==> src/rtl/rc4_stream_ctrl.sv <==
// rc4_stream_ctrl: host-side sequencer for the RC4 core's key, data-in and
// result byte ports. Holds a key register file, presents the key, streams
// upstream bytes straight into the core and buffers results in a 2-entry FIFO.
// Optional build macro: RC4_CTRL_ABORT_EN adds an `abort` input that returns
// any busy state to IDLE, flushing the FIFO and counters without a done pulse.
//
// Handshake rule for every byte port: a byte moves on a rising edge where
// valid and ready are both 1; a raised valid stays up until that happens,
// except when reset or abort clears the controller.
module rc4_stream_ctrl #(
  parameter  int KEY_LEN_MAX = 16,
  parameter  int LEN_W       = 16,
  localparam int AW          = $clog2(KEY_LEN_MAX)
) (
  input  logic             clk,
  input  logic             rst,
`ifdef RC4_CTRL_ABORT_EN
  input  logic             abort,
`endif
  input  logic             cfg_key_wr,
  input  logic [AW-1:0]    cfg_key_addr,
  input  logic [7:0]       cfg_key_data,
  input  logic [AW:0]      cfg_key_len,
  input  logic [LEN_W-1:0] cfg_msg_len,
  input  logic             start,
  output logic             busy,
  output logic             done,
  output logic             key_rvalid,
  input  logic             key_rready,
  output logic [7:0]       key_byte,
  output logic             data_rvalid,
  input  logic             data_rready,
  output logic [7:0]       data_byte,
  input  logic             data_wvalid,
  output logic             data_wready,
  input  logic [7:0]       data_res,
  input  logic             src_valid,
  output logic             src_ready,
  input  logic [7:0]       src_data,
  output logic             dst_valid,
  input  logic             dst_ready,
  output logic [7:0]       dst_data,
  output logic [1:0]       state_dbg
);

  typedef enum logic [1:0] {
    S_IDLE = 2'd0,
    S_KEY  = 2'd1,
    S_DATA = 2'd2,
    S_DONE = 2'd3
  } state_t;

  localparam logic [AW:0] KMAX = (AW + 1)'(KEY_LEN_MAX);

  state_t           state_q, state_d;
  logic [7:0]       key_q [KEY_LEN_MAX];
  logic [7:0]       key_d [KEY_LEN_MAX];
  logic [AW:0]      klen_q, klen_d;
  logic [AW-1:0]    kidx_q, kidx_d;
  logic [LEN_W-1:0] mlen_q, mlen_d;
  logic [LEN_W-1:0] in_cnt_q, in_cnt_d;
  logic [LEN_W-1:0] out_cnt_q, out_cnt_d;
  logic [7:0]       fifo_q [2];
  logic [7:0]       fifo_d [2];
  logic             rd_ptr_q, rd_ptr_d;
  logic [1:0]       cnt_q, cnt_d;

  logic [AW:0]      klen_norm;
  logic             abort_w;
  logic             in_act;
  logic             push;
  logic             pop;
  logic             wr_ptr;

`ifdef RC4_CTRL_ABORT_EN
  assign abort_w = abort;
`else
  assign abort_w = 1'b0;
`endif

  // Key length normalisation: zero means one byte, oversize clamps to depth.
  always_comb begin
    klen_norm = cfg_key_len;
    if (cfg_key_len == '0) klen_norm = (AW + 1)'(1);
    else if (cfg_key_len > KMAX) klen_norm = KMAX;
  end

  // Next-state, datapath and port outputs for the message sequencer.
  always_comb begin
    state_d     = state_q;
    key_d       = key_q;
    klen_d      = klen_q;
    kidx_d      = kidx_q;
    mlen_d      = mlen_q;
    in_cnt_d    = in_cnt_q;
    out_cnt_d   = out_cnt_q;
    fifo_d      = fifo_q;
    rd_ptr_d    = rd_ptr_q;
    cnt_d       = cnt_q;
    key_rvalid  = 1'b0;
    key_byte    = 8'h00;
    data_rvalid = 1'b0;
    src_ready   = 1'b0;
    data_byte   = 8'h00;
    data_wready = 1'b0;
    done        = 1'b0;
    in_act      = 1'b0;
    push        = 1'b0;
    busy        = (state_q != S_IDLE);
    state_dbg   = state_q;
    dst_valid   = (cnt_q != 2'd0);
    dst_data    = fifo_q[rd_ptr_q];
    pop         = dst_valid & dst_ready;
    // write slot sits one past the head when a single byte is buffered
    wr_ptr      = rd_ptr_q ^ cnt_q[0];

    case (state_q)
      S_IDLE: begin
        if (cfg_key_wr) key_d[cfg_key_addr] = cfg_key_data;
        if (start) begin
          klen_d    = klen_norm;
          mlen_d    = cfg_msg_len;
          kidx_d    = '0;
          in_cnt_d  = '0;
          out_cnt_d = '0;
          state_d   = S_KEY;
        end
      end
      S_KEY: begin
        key_rvalid = 1'b1;
        key_byte   = key_q[kidx_q];
        if (key_rready) begin
          kidx_d = kidx_q + AW'(1);
          if ({1'b0, kidx_q} == klen_q - (AW + 1)'(1)) state_d = S_DATA;
        end
      end
      S_DATA: begin
        in_act      = (in_cnt_q < mlen_q);
        data_rvalid = in_act & src_valid;
        src_ready   = in_act & data_rready;
        data_byte   = in_act ? src_data : 8'h00;
        if (in_act && src_valid && data_rready) in_cnt_d = in_cnt_q + LEN_W'(1);
        data_wready = (cnt_q != 2'd2) && (out_cnt_q < mlen_q);
        push        = data_wready & data_wvalid;
        if (push) begin
          fifo_d[wr_ptr] = data_res;
          out_cnt_d      = out_cnt_q + LEN_W'(1);
        end
      end
      S_DONE: begin
        done    = ~abort_w;
        state_d = S_IDLE;
      end
      default: state_d = S_IDLE;
    endcase

    cnt_d    = cnt_q + {1'b0, push} - {1'b0, pop};
    rd_ptr_d = rd_ptr_q ^ pop;

    // finish once every result is counted in and the last one has left
    if (state_q == S_DATA && out_cnt_d == mlen_q && cnt_d == 2'd0) state_d = S_DONE;

    if (abort_w && state_q != S_IDLE) begin
      state_d   = S_IDLE;
      cnt_d     = 2'd0;
      rd_ptr_d  = 1'b0;
      kidx_d    = '0;
      in_cnt_d  = '0;
      out_cnt_d = '0;
    end
  end

  // State and datapath registers with synchronous clear.
  always_ff @(posedge clk) begin
    if (rst) begin
      state_q   <= S_IDLE;
      klen_q    <= '0;
      kidx_q    <= '0;
      mlen_q    <= '0;
      in_cnt_q  <= '0;
      out_cnt_q <= '0;
      rd_ptr_q  <= 1'b0;
      cnt_q     <= 2'd0;
      for (int i = 0; i < KEY_LEN_MAX; i++) key_q[i] <= 8'h00;
      for (int i = 0; i < 2; i++) fifo_q[i] <= 8'h00;
    end else begin
      state_q   <= state_d;
      klen_q    <= klen_d;
      kidx_q    <= kidx_d;
      mlen_q    <= mlen_d;
      in_cnt_q  <= in_cnt_d;
      out_cnt_q <= out_cnt_d;
      rd_ptr_q  <= rd_ptr_d;
      cnt_q     <= cnt_d;
      for (int i = 0; i < KEY_LEN_MAX; i++) key_q[i] <= key_d[i];
      for (int i = 0; i < 2; i++) fifo_q[i] <= fifo_d[i];
    end
  end

endmodule

==> config.mk <==
export PLATFORM = sky130hd
export DESIGN_NAME = rc4_stream_ctrl
export DESIGN_NICKNAME = d
export VERILOG_FILES = /design/src/rtl/rc4_stream_ctrl.sv
export SDC_FILE = /design/constraint.sdc
export NUM_CORES = 1
export LEC_CHECK = 0
export ABC_AREA = 1
export ABC_CLOCK_PERIOD_IN_PS = 4600
export BUFFER_PORTS_ARGS = -buffer_cell sky130_fd_sc_hd__buf_2
export CAP_MARGIN = 15
export CORE_UTILIZATION = 50
export CTS_BUF_LIST = sky130_fd_sc_hd__clkbuf_8
export CTS_CLUSTER_SIZE = 10
export DETAILED_ROUTE_END_ITERATION = 10
export GPL_TIMING_DRIVEN = 1
export MAX_ROUTING_LAYER = met4
export PLACE_DENSITY_LB_ADDON = 0.2
export SYNTH_ARGS = -nofsm -noshare
export SYNTH_HDL_FRONTEND = slang
export SYNTH_SLANG_ARGS = --single-unit
==> constraint.sdc <==
create_clock -name clk -period 4.6 [get_ports clk]
set_input_delay 0.92 -clock clk [delete_from_list [all_inputs] [get_ports clk]]
set_output_delay 0.92 -clock clk [all_outputs]
set_load 0.01 [all_outputs]
Word-level counts from Yosys, hierarchy flattened
Index checks and enable logic that the tools add are counted.

Register bits after elaboration: 206. Bits in latches: 0. Memory bits (writable): 0. ROM bits: 0. Input bits: 58. Output and inout port bits: 33. Word-level logic and storage cells: 121. Memories: 0.

Add/sub/neg operators: 6. Multiply operators: 0. Divide/modulo/power cells: 0. Order comparisons: 9. Equality and inequality tests: 12. Shifts and indexed selects: 0. Mux-type cells: 37. Bitwise operators: 10. Reductions and logical operators: 21.

Operators by type and width (count): 128-bit bitwise mux (1); 8-bit two-way mux (10); 16-bit two-way mux (4); 16-bit one-hot mux with 2 select lines (2); 16-bit by 1-bit adder with 16-bit output, second input constant (2); 8-bit binary-select mux with 4-bit select (1); 8-bit demux with 4-bit select (1); 16-bit < comparator (2); 16-bit bitwise mux (1); 16-bit == test (1); 5-bit greater-or-equal comparator, second input constant (2); 5-bit two-way mux (2); 4-bit inverter with 5-bit output (2); 3-bit inequality test, second input constant (3); 8-bit demux with 1-bit select (1); 2-bit two-way mux (4); 4-bit two-way mux (2); 2-bit inequality test, second input constant (4); 4-bit one-hot mux with 2 select lines (1); 2-bit nonzero test (4); 1-bit logical AND (7); 1-bit two-way mux (6); 2-bit one-hot mux with 3 select lines (1); 2-bit AND reduction (3); 19 further kinds (28).

Depth between registers and ports, before layout
Gate-level depths: netlist of the first run.

Word-level depth: 10. Mapped depth: 26. Gate-level depth less buffers: 26.

Worst setup path before layout of the first run
OpenSTA, ideal clock, no wires.

Path type: register -> register. Start: register mlen_q[15]. End: register state_q[0] (netlist: state_dbg[0]). Setup time: 0.115 ns. Arrival: 2.912 ns. Data required time: 4.485 ns. Slack: 1.573 ns. Cell stages (with the launch flop): 23. Path buffers: 0. Clock period less this slack: 3.027 ns. Path through: dfxtp_1 -> inv_1 -> ha_1 -> a21oi_2 -> o21a_1 -> nand2_2 -> nor2_4 -> nand4_1 -> ha_1 -> inv_1 -> ha_1 -> xor2_1 -> xor2_1 -> nor3_1 -> nand2_1 -> clkinv_1 -> nand2_1 -> nor2_1 -> nand2_1 -> nor2_2 -> nand3_2 -> a21oi_1 -> nor2_1.

Cells in the longest elaborated chain, start to end: 10. Elaborated cells between the ends (all ways): 18. Classes of those cells: add/sub: 2; order compare: 1; eq/ne: 4; mux: 4; bitwise: 1; reduce/logical: 6.

RTL lines: from (decl) (RTL line 60) `logic [LEN_W-1:0] mlen_q, mlen_d;`; from (signal assigned) (RTL line 190) `mlen_q <= mlen_d;`; 16-bit < comparator (RTL line 143) `data_wready = (cnt_q != 2'd2) && (out_cnt_q < mlen_q);`; 1-bit logical AND (RTL line 143); 1-bit AND (RTL line 144) `push = data_wready & data_wvalid;`; 1-bit two-way mux or 16-bit two-way mux (tied branches) (RTL line 117, 145); 2-bit by 1-bit adder with 2-bit output or 16-bit one-hot mux with 2 select lines (tied branches) (RTL line 157, 117); 2-bit by 1-bit subtractor with 2-bit output or 16-bit == test (tied branches) (RTL line 157, 161); 2-bit logical NOT or 1-bit logical AND (tied branches) (RTL line 161) `if (state_q == S_DATA && out_cnt_d == mlen_q && cnt_d == 2'd0) state_d = S_DONE;`; 1-bit logical AND (*) (RTL line 161); 3-bit inequality test (no source line) or 4-bit nonzero test (tied branches); 4-bit AND reduction (no source line); to (signal assigned) (RTL line 187) `state_q <= state_d;`; to (decl) (RTL line 55) `state_t state_q, state_d;`.

Mark *: on every way between the ends. The rest lies on a longest branch, timed or not. A chain may end at the register's enable or synchronous reset.

Final worst setup path of the first run
Start: register kidx_q[0]. End: output key_byte[3].

Cells in the longest elaborated chain, start to end: 5.

RTL lines: from (decl) (RTL line 59) `logic [AW-1:0] kidx_q, kidx_d;`; from (signal assigned) (RTL line 189) `kidx_q <= kidx_d;`; 4-bit inverter with 5-bit output (not written as such) (RTL line 131) `key_byte = key_q[kidx_q];`; 8-bit binary-select mux with 4-bit select (RTL line 131); 8-bit two-way mux (not written as such) (2 in series) (RTL line 131); 8-bit two-way mux (RTL line 117) `case (state_q)`; to (decl) (RTL line 30) `output logic [7:0] key_byte,`.

Every way passes these cells. The select of a mux whose other input is x is not followed.

==> flow_summary.json, run 1 <==
{
  "status": "finished, final reports clean",
  "end_kind": "output pin",
  "hold_class": "reg2reg",
  "final_common_cell": "nor2_1",
  "max_cap_viol_count": 0,
  "critPathLaunchType": "register",
  "fillCellCount": 1975,
  "grt_setup_unrepaired": "no",
  "max_freq_ghz": 0.272,
  "grt_usage": 0.307,
  "worst_skew_pair.late_latency_ns": 0.54,
  "endpoint": "key_byte[3]",
  "postCtsSetupBuffers": 0,
  "dp_hpwl_mm": 21.6,
  "ys_seq_area_frac": 0.395,
  "fin_crit_sh": 0.800,
  "core.rowCount": 52,
  "synth_edf_count": 0,
  "max_slew_margin": 0.460,
  "post-place-ws_ns": 1.05,
  "ys_ff_latch": 206,
  "numCtsBuffers": 37,
  "cts_tree": "built",
  "io_pins": 91,
  "diodes": 0,
  "grt_overflow": 0,
  "die_x_um": 147,
  "cts_hold_buf": 0,
  "worst_r2r_startpoint": "out_cnt_q[5]$_SDFF_PP0_",
  "hold_ws_ns": 0.503,
  "finalSetupViolCount": 0,
  "drive_gt1_frac": 0.116,
  "r2r_cells": 22,
  "grt_first_pass_wirelength_mm": 51.1,
  "setup-tns-final_ns": 0,
  "synth_warnings": 0,
  "vias_per_cell": 5.56,
  "design_area_mm2": 0.0118,
  "grt_max_degree": 148,
  "yosysTopAreaCell": "dfxtp_1",
  "worst-setup-path-type": "reg2out",
  "synth_area_mm2": 0.0105,
  "clockRootBuffer": "clkbuf_8",
  "reg2reg_slack_ns": 1.04,
  "cts_buffer_depth": 3,
  "post-route-util": 0.578,
  "syn_to_final_growth_pct": 12.6,
  "rr_endpoint": "state_dbg[0]$_SDFFE_PP0P_",
  "ys.flop_type": "dfxtp_1",
  "drc": 0,
  "chipHeight_um": 147,
  "syn_area_per_cell_um2": 6.76,
  "tightest_slew_ns": 0.809,
  "synth_cells": 1545,
  "period_minus_slack_ns": 3.68,
  "dieArea_mm2": 0.0215,
  "numClockSinks": 206,
  "core-area_mm2": 0.0204,
  "slew_viol_final": 0,
  "synthArstFlopShare": 0,
  "grt_pass1_vias": 9870,
  "first_pass_iters": 5,
  "wl_per_cell_um": 16.8,
  "fin_nets": 1706,
  "routed_wl_mm": 32.1,
  "vias": 10600,
  "crit_start": "kidx_q[0]$_SDFFE_PP0P_",
  "cp_max_fo": 44,
  "min-delay-start": "klen_q[4]$_SDFFE_PP0P_",
  "cp.required_ns": 3.68,
  "start_util": 0.513,
  "ir_worst_vdd_mv": 0.353,
  "io_buffers": 90,
  "syn_nets": 1639,
  "ys_types": 44,
  "globalplace.congestion": 0.972,
  "layout_setup_ws_ns": 0.920,
  "final_cell_mix": "nor2_1 (435), o21ai_0 (240), dfxtp_1 (205), nand2_1 (181), inv_1 (116)",
  "netlist.area_leader.share": 0.395,
  "cts.clk_slew.worst_paths_ns": 0.06,
  "ant_nets": 0,
  "cts_max_level": 2,
  "synth_area_leaders": "dfxtp_1 (39%), nor2_1 (16%), o21ai_0 (11%)",
  "leakage_nw": 5.33,
  "power_density_mw_per_mm2": 467,
  "drt_iter0_markers": 849,
  "critPathArrivalTime_ns": 2.76,
  "ctsResizeCount": 0,
  "hold_viol": 0,
  "antenna_found_initial": 0,
  "final.setup_skew_ns": 0.0125,
  "dpl_cell_area_mm2": 0.0110
}
[report_power, final]
| group | total [W] | leakage (nW) | switching, W | internal (W) |
|---|---|---|---|---|
| Combinational | 0.00175 | 3.23 | 0.00122 | 0.000527 |
| Sequential | 0.00203 | 1.67 | 0.000103 | 0.00193 |
| Clock | 0.00172 | 0.435 | 0.000781 | 0.000940 |
[kinds of logic after synthesis]
family	count (synthesis)	share of synthesized area
AO/OA/AOI/OAI	369	0.193
XOR/XNOR	10	0.00838
adder cells (fa/ha/maj)	36	0.0431
buffers and inverters	192	0.0739
flip-flops	206	0.395
AND/OR/NAND/NOR	732	0.287
[per-stage QoR]
step / cells / power, W
4_1_cts: 1909 / 0.00550
3_3_place_gp: 1843 / 0.00376
5_1_grt: 1909 / 0.00581
3_5_place_dp: 1843 / 0.00378
2_1_floorplan: 1545 / 0.00325
6_report: 1909 / 0.00550
[layout make-up]
| cell class | count | area [um^2] | area share |
|---|---|---|---|
| clock buffer | 48 | 661 | 0.0561 |
| clock inverter | 18 | 85.1 | 0.00723 |
| inverter | 116 | 437 | 0.0371 |
| multi-input combinational | 1147 | 5550 | 0.472 |
| sequential | 206 | 4130 | 0.351 |
| tap | 270 | 338 | 0.0287 |
| timing repair buffer | 104 | 568 | 0.0483 |
[Yosys cell counts, drive strengths merged (18+ instances only)]
cell / number
nor2: 442
o21ai: 243
dfxtp: 206
nand2: 187
inv: 110
a21oi: 67
clkbuf: 57
nand3: 57
ha: 36
nand4: 21
o221ai: 20
buf: 19
nor3: 18
[worst min path at each step]
stage	end	slack, ns	depth (start not counted)
global placement	klen_q[4]$_SDFFE_PP0P_	0.48	2
global route	key_q[51]$_SDFFE_PP0P_	0.53	2
CTS	klen_q[4]$_SDFFE_PP0P_	0.50	2
floorplan	in_cnt_q[4]$_SDFFE_PP0P_	0.44	2
detailed placement	key_q[24]$_SDFFE_PP0P_	0.49	2
finish	klen_q[4]$_SDFFE_PP0P_	0.50	2
[sequential cells by signal, indices dropped and copies added (netlist names)]
register	flops
cnt_q	2
key_q	128
rd_ptr_q	1
in_cnt_q	16
klen_q	5
kidx_q	4
state_dbg	2
fifo_q	16
out_cnt_q	16
mlen_q	16
[layer usage]
layer	wire length (um)	GRT usage	vias up
met3	2160	0.0403	77
met5	0	-	-
met2	14900	0.500	408
met4	1320	0.133	0
met1	13800	0.380	4883
li1	-	-	5245
[critical path: stages (launching register included)]
cell      delay [ns]
dfxtp_2         0.32
inv_2           0.58
buf_4           0.39
o21ai_0         0.11
o221ai_1        0.23
o211ai_1        0.19
a21oi_1         0.23
buf_2           0.17
Note: power is estimated with default switching activity, not from simulation.
==> run 2, diff against run 1 <==
--- a/config.mk
+++ b/config.mk
@@ -6,7 +6,7 @@
 export NUM_CORES = 1
 export LEC_CHECK = 0
 export ABC_AREA = 1
-export ABC_CLOCK_PERIOD_IN_PS = 4600
+export ABC_CLOCK_PERIOD_IN_PS = 3500
 export BUFFER_PORTS_ARGS = -buffer_cell sky130_fd_sc_hd__buf_2
 export CAP_MARGIN = 15
 export CORE_UTILIZATION = 50
==> constraint.sdc (replaced) <==
create_clock -name clk -period 3.5 [get_ports clk]
set_input_delay 0.7 -clock clk [delete_from_list [all_inputs] [get_ports clk]]
set_output_delay 0.7 -clock clk [all_outputs]
set_load 0.01 [all_outputs]
==> run 2 against run 1 <==
Against the previous run:
- core utilization rose by 0.29 points
- routed wire length fell by 1.5%
- final cell count rose by 0.47%
- clock-buffer cell count fell by 2
- critical endpoint unchanged
==> flow_summary.json, run 2 (same netlist as run 1, synthesis figures left out) <==
{
  "finalSetupViolCount": 0,
  "critPathLaunchType": "register",
  "wl_per_cell_um": 16.5,
  "largest_register_ffs": 128,
  "final_common_cell": "nor2_1",
  "status": "finished, final reports clean",
  "core-area_mm2": 0.0204,
  "final_cell_mix": "nor2_1 (435), o21ai_0 (240), dfxtp_1 (205), nand2_1 (181), inv_1 (117)",
  "dp_hpwl_mm": 21.6,
  "end_kind": "output pin",
  "post-route-util": 0.581,
  "max_freq_ghz": 0.303,
  "cts.clk_slew.worst_paths_ns": 0.06,
  "fin_crit_sh": 0.942,
  "routed_wl_mm": 31.6,
  "numClockSinks": 206,
  "final.setup_skew_ns": 0.0196,
  "cts_hold_buf": 0,
  "grt_overflow": 0,
  "hold_class": "in2reg",
  "path_buf_inv": 2,
  "grt_setup_unrepaired": "no",
  "ant_nets": 0,
  "top_usage_layer": "met2",
  "leakage_nw": 5.38,
  "core.rowCount": 52,
  "cp_cell_sequence": "buf_4 -> o21ai_0 -> o221ai_1 -> o211ai_1 -> a21oi_1 -> buf_2",
  "grt_use_met3": 0.0466,
  "grtUsageMet1": 0.373,
  "max_stage_delay_ns": 0.75,
  "max_slew_margin": 0.548,
  "layout_setup_ws_ns": 0.203,
  "vias_per_cell": 5.50,
  "cp.required_ns": 2.80,
  "fin_nets": 1717,
  "ctsResizeCount": 0,
  "grt_pass1_vias": 9770,
  "post-place-ws_ns": 0.377,
  "hold_viol": 0,
  "grt_first_pass_wirelength_mm": 50.5,
  "postCtsSetupBuffers": 0,
  "crit_family": "compound AO/OA/AOI/OAI gates",
  "setup-tns-final_ns": 0,
  "grt_usage": 0.303,
  "fillCellCount": 2023,
  "tightest_slew_ns": 0.678,
  "power_density_mw_per_mm2": 607,
  "grt_max_degree": 150,
  "globalplace.congestion": 0.962,
  "use_met2": 0.490,
  "drt_iter0_markers": 809,
  "critPathArrivalTime_ns": 2.60,
  "die_x_um": 147,
  "cp_max_fo": 20,
  "worst_skew_pair.late_latency_ns": 0.53,
  "slew_viol_final": 0,
  "io_buffers": 90,
  "cts_max_level": 2,
  "critPathSlowestCell": "dfxtp_1",
  "max_cap_viol_count": 0,
  "drc": 0,
  "first_pass_iters": 8,
  "drive_gt1_frac": 0.120,
  "chipHeight_um": 147,
  "period_minus_slack_ns": 3.30,
  "syn_to_final_growth_pct": 13.2,
  "antenna_found_initial": 0,
  "clockRootBuffer": "clkbuf_8",
  "largest_register": "key_q",
  "cts_buffer_depth": 3,
  "io_pins": 91,
  "worst-setup-path-type": "reg2out",
  "start_util": 0.513,
  "dieArea_mm2": 0.0215,
  "numCtsBuffers": 37,
  "ir_worst_vdd_mv": 0.379,
  "vias": 10500,
  "diodes": 0,
  "cts_tree": "built"
}
[run 2: changes by cell type in the layout (fill, tap and decap cells not counted), sizes merged]
cell / before / now
buf: 104 / 115
clkbuf: 48 / 46
[run 2: final timing paths]
| check | slack (ns) | from | to | cells past startpoint |
|---|---|---|---|---|
| setup / recovery | 0.20 | kidx_q[1]$_SDFFE_PP0P_ | key_byte[3] | 6 |
| hold / removal | 0.43 | data_res[3] | fifo_q[11]$_SDFFE_PP0P_ | 3 |
| setup reg to reg | 0.30 | mlen_q[5]$_SDFFE_PP0P_ | state_dbg[0]$_SDFFE_PP0P_ | 23 |
| hold reg to reg | 0.49 | klen_q[4]$_SDFFE_PP0P_ | klen_q[4]$_SDFFE_PP0P_ | 2 |
[run 2: cell type report]
cell class              count  area [um^2]  area share
clock buffers              46          633      0.0535
clock inverters            18         77.6     0.00656
inverters                 116          437      0.0369
multi-input cells        1147         5550       0.470
flip-flops and latches    206         4130       0.349
well taps                 270          338      0.0286
repair buffers            115          663      0.0561
[run 2: metrics by stage]
| step | hold slack (ns) | total power (W) | area [um^2] | std cells |
|---|---|---|---|---|
| after detailed placement | 0.483 | 0.00501 | 11100 | 1854 |
| after global placement | 0.480 | 0.00499 | 11100 | 1854 |
| after CTS | 0.407 | 0.00719 | 11800 | 1918 |
| final | 0.428 | 0.00718 | 11800 | 1918 |
| after floorplan | 0.441 | 0.00428 | 10500 | 1545 |
| after global routing | 0.425 | 0.00761 | 11800 | 1918 |
[run 2: power breakdown]
group	switching [W]	internal, W
Sequential	0.000184	0.00253
Clock	0.000992	0.00118
Combinational	0.00156	0.000727
[run 2: metal layers]
metal  vias to the layer above  routed length, um
met3                        77               2100
met2                       422              14800
met4                         0               1220
met5                         -                  0
met1                      4776              13500
li1                       5270                  -
[run 2: worst register-to-register path: cells and delay by family, from the launching register on]
family                   cells  cell delay [ns]
AND/OR/NAND/NOR             13             1.21
adder cells (fa/ha/maj)      3             0.80
flip-flops                   1             0.33
XOR/XNOR                     2             0.31
AO/OA/AOI/OAI                2             0.27
buffers and inverters        3             0.17
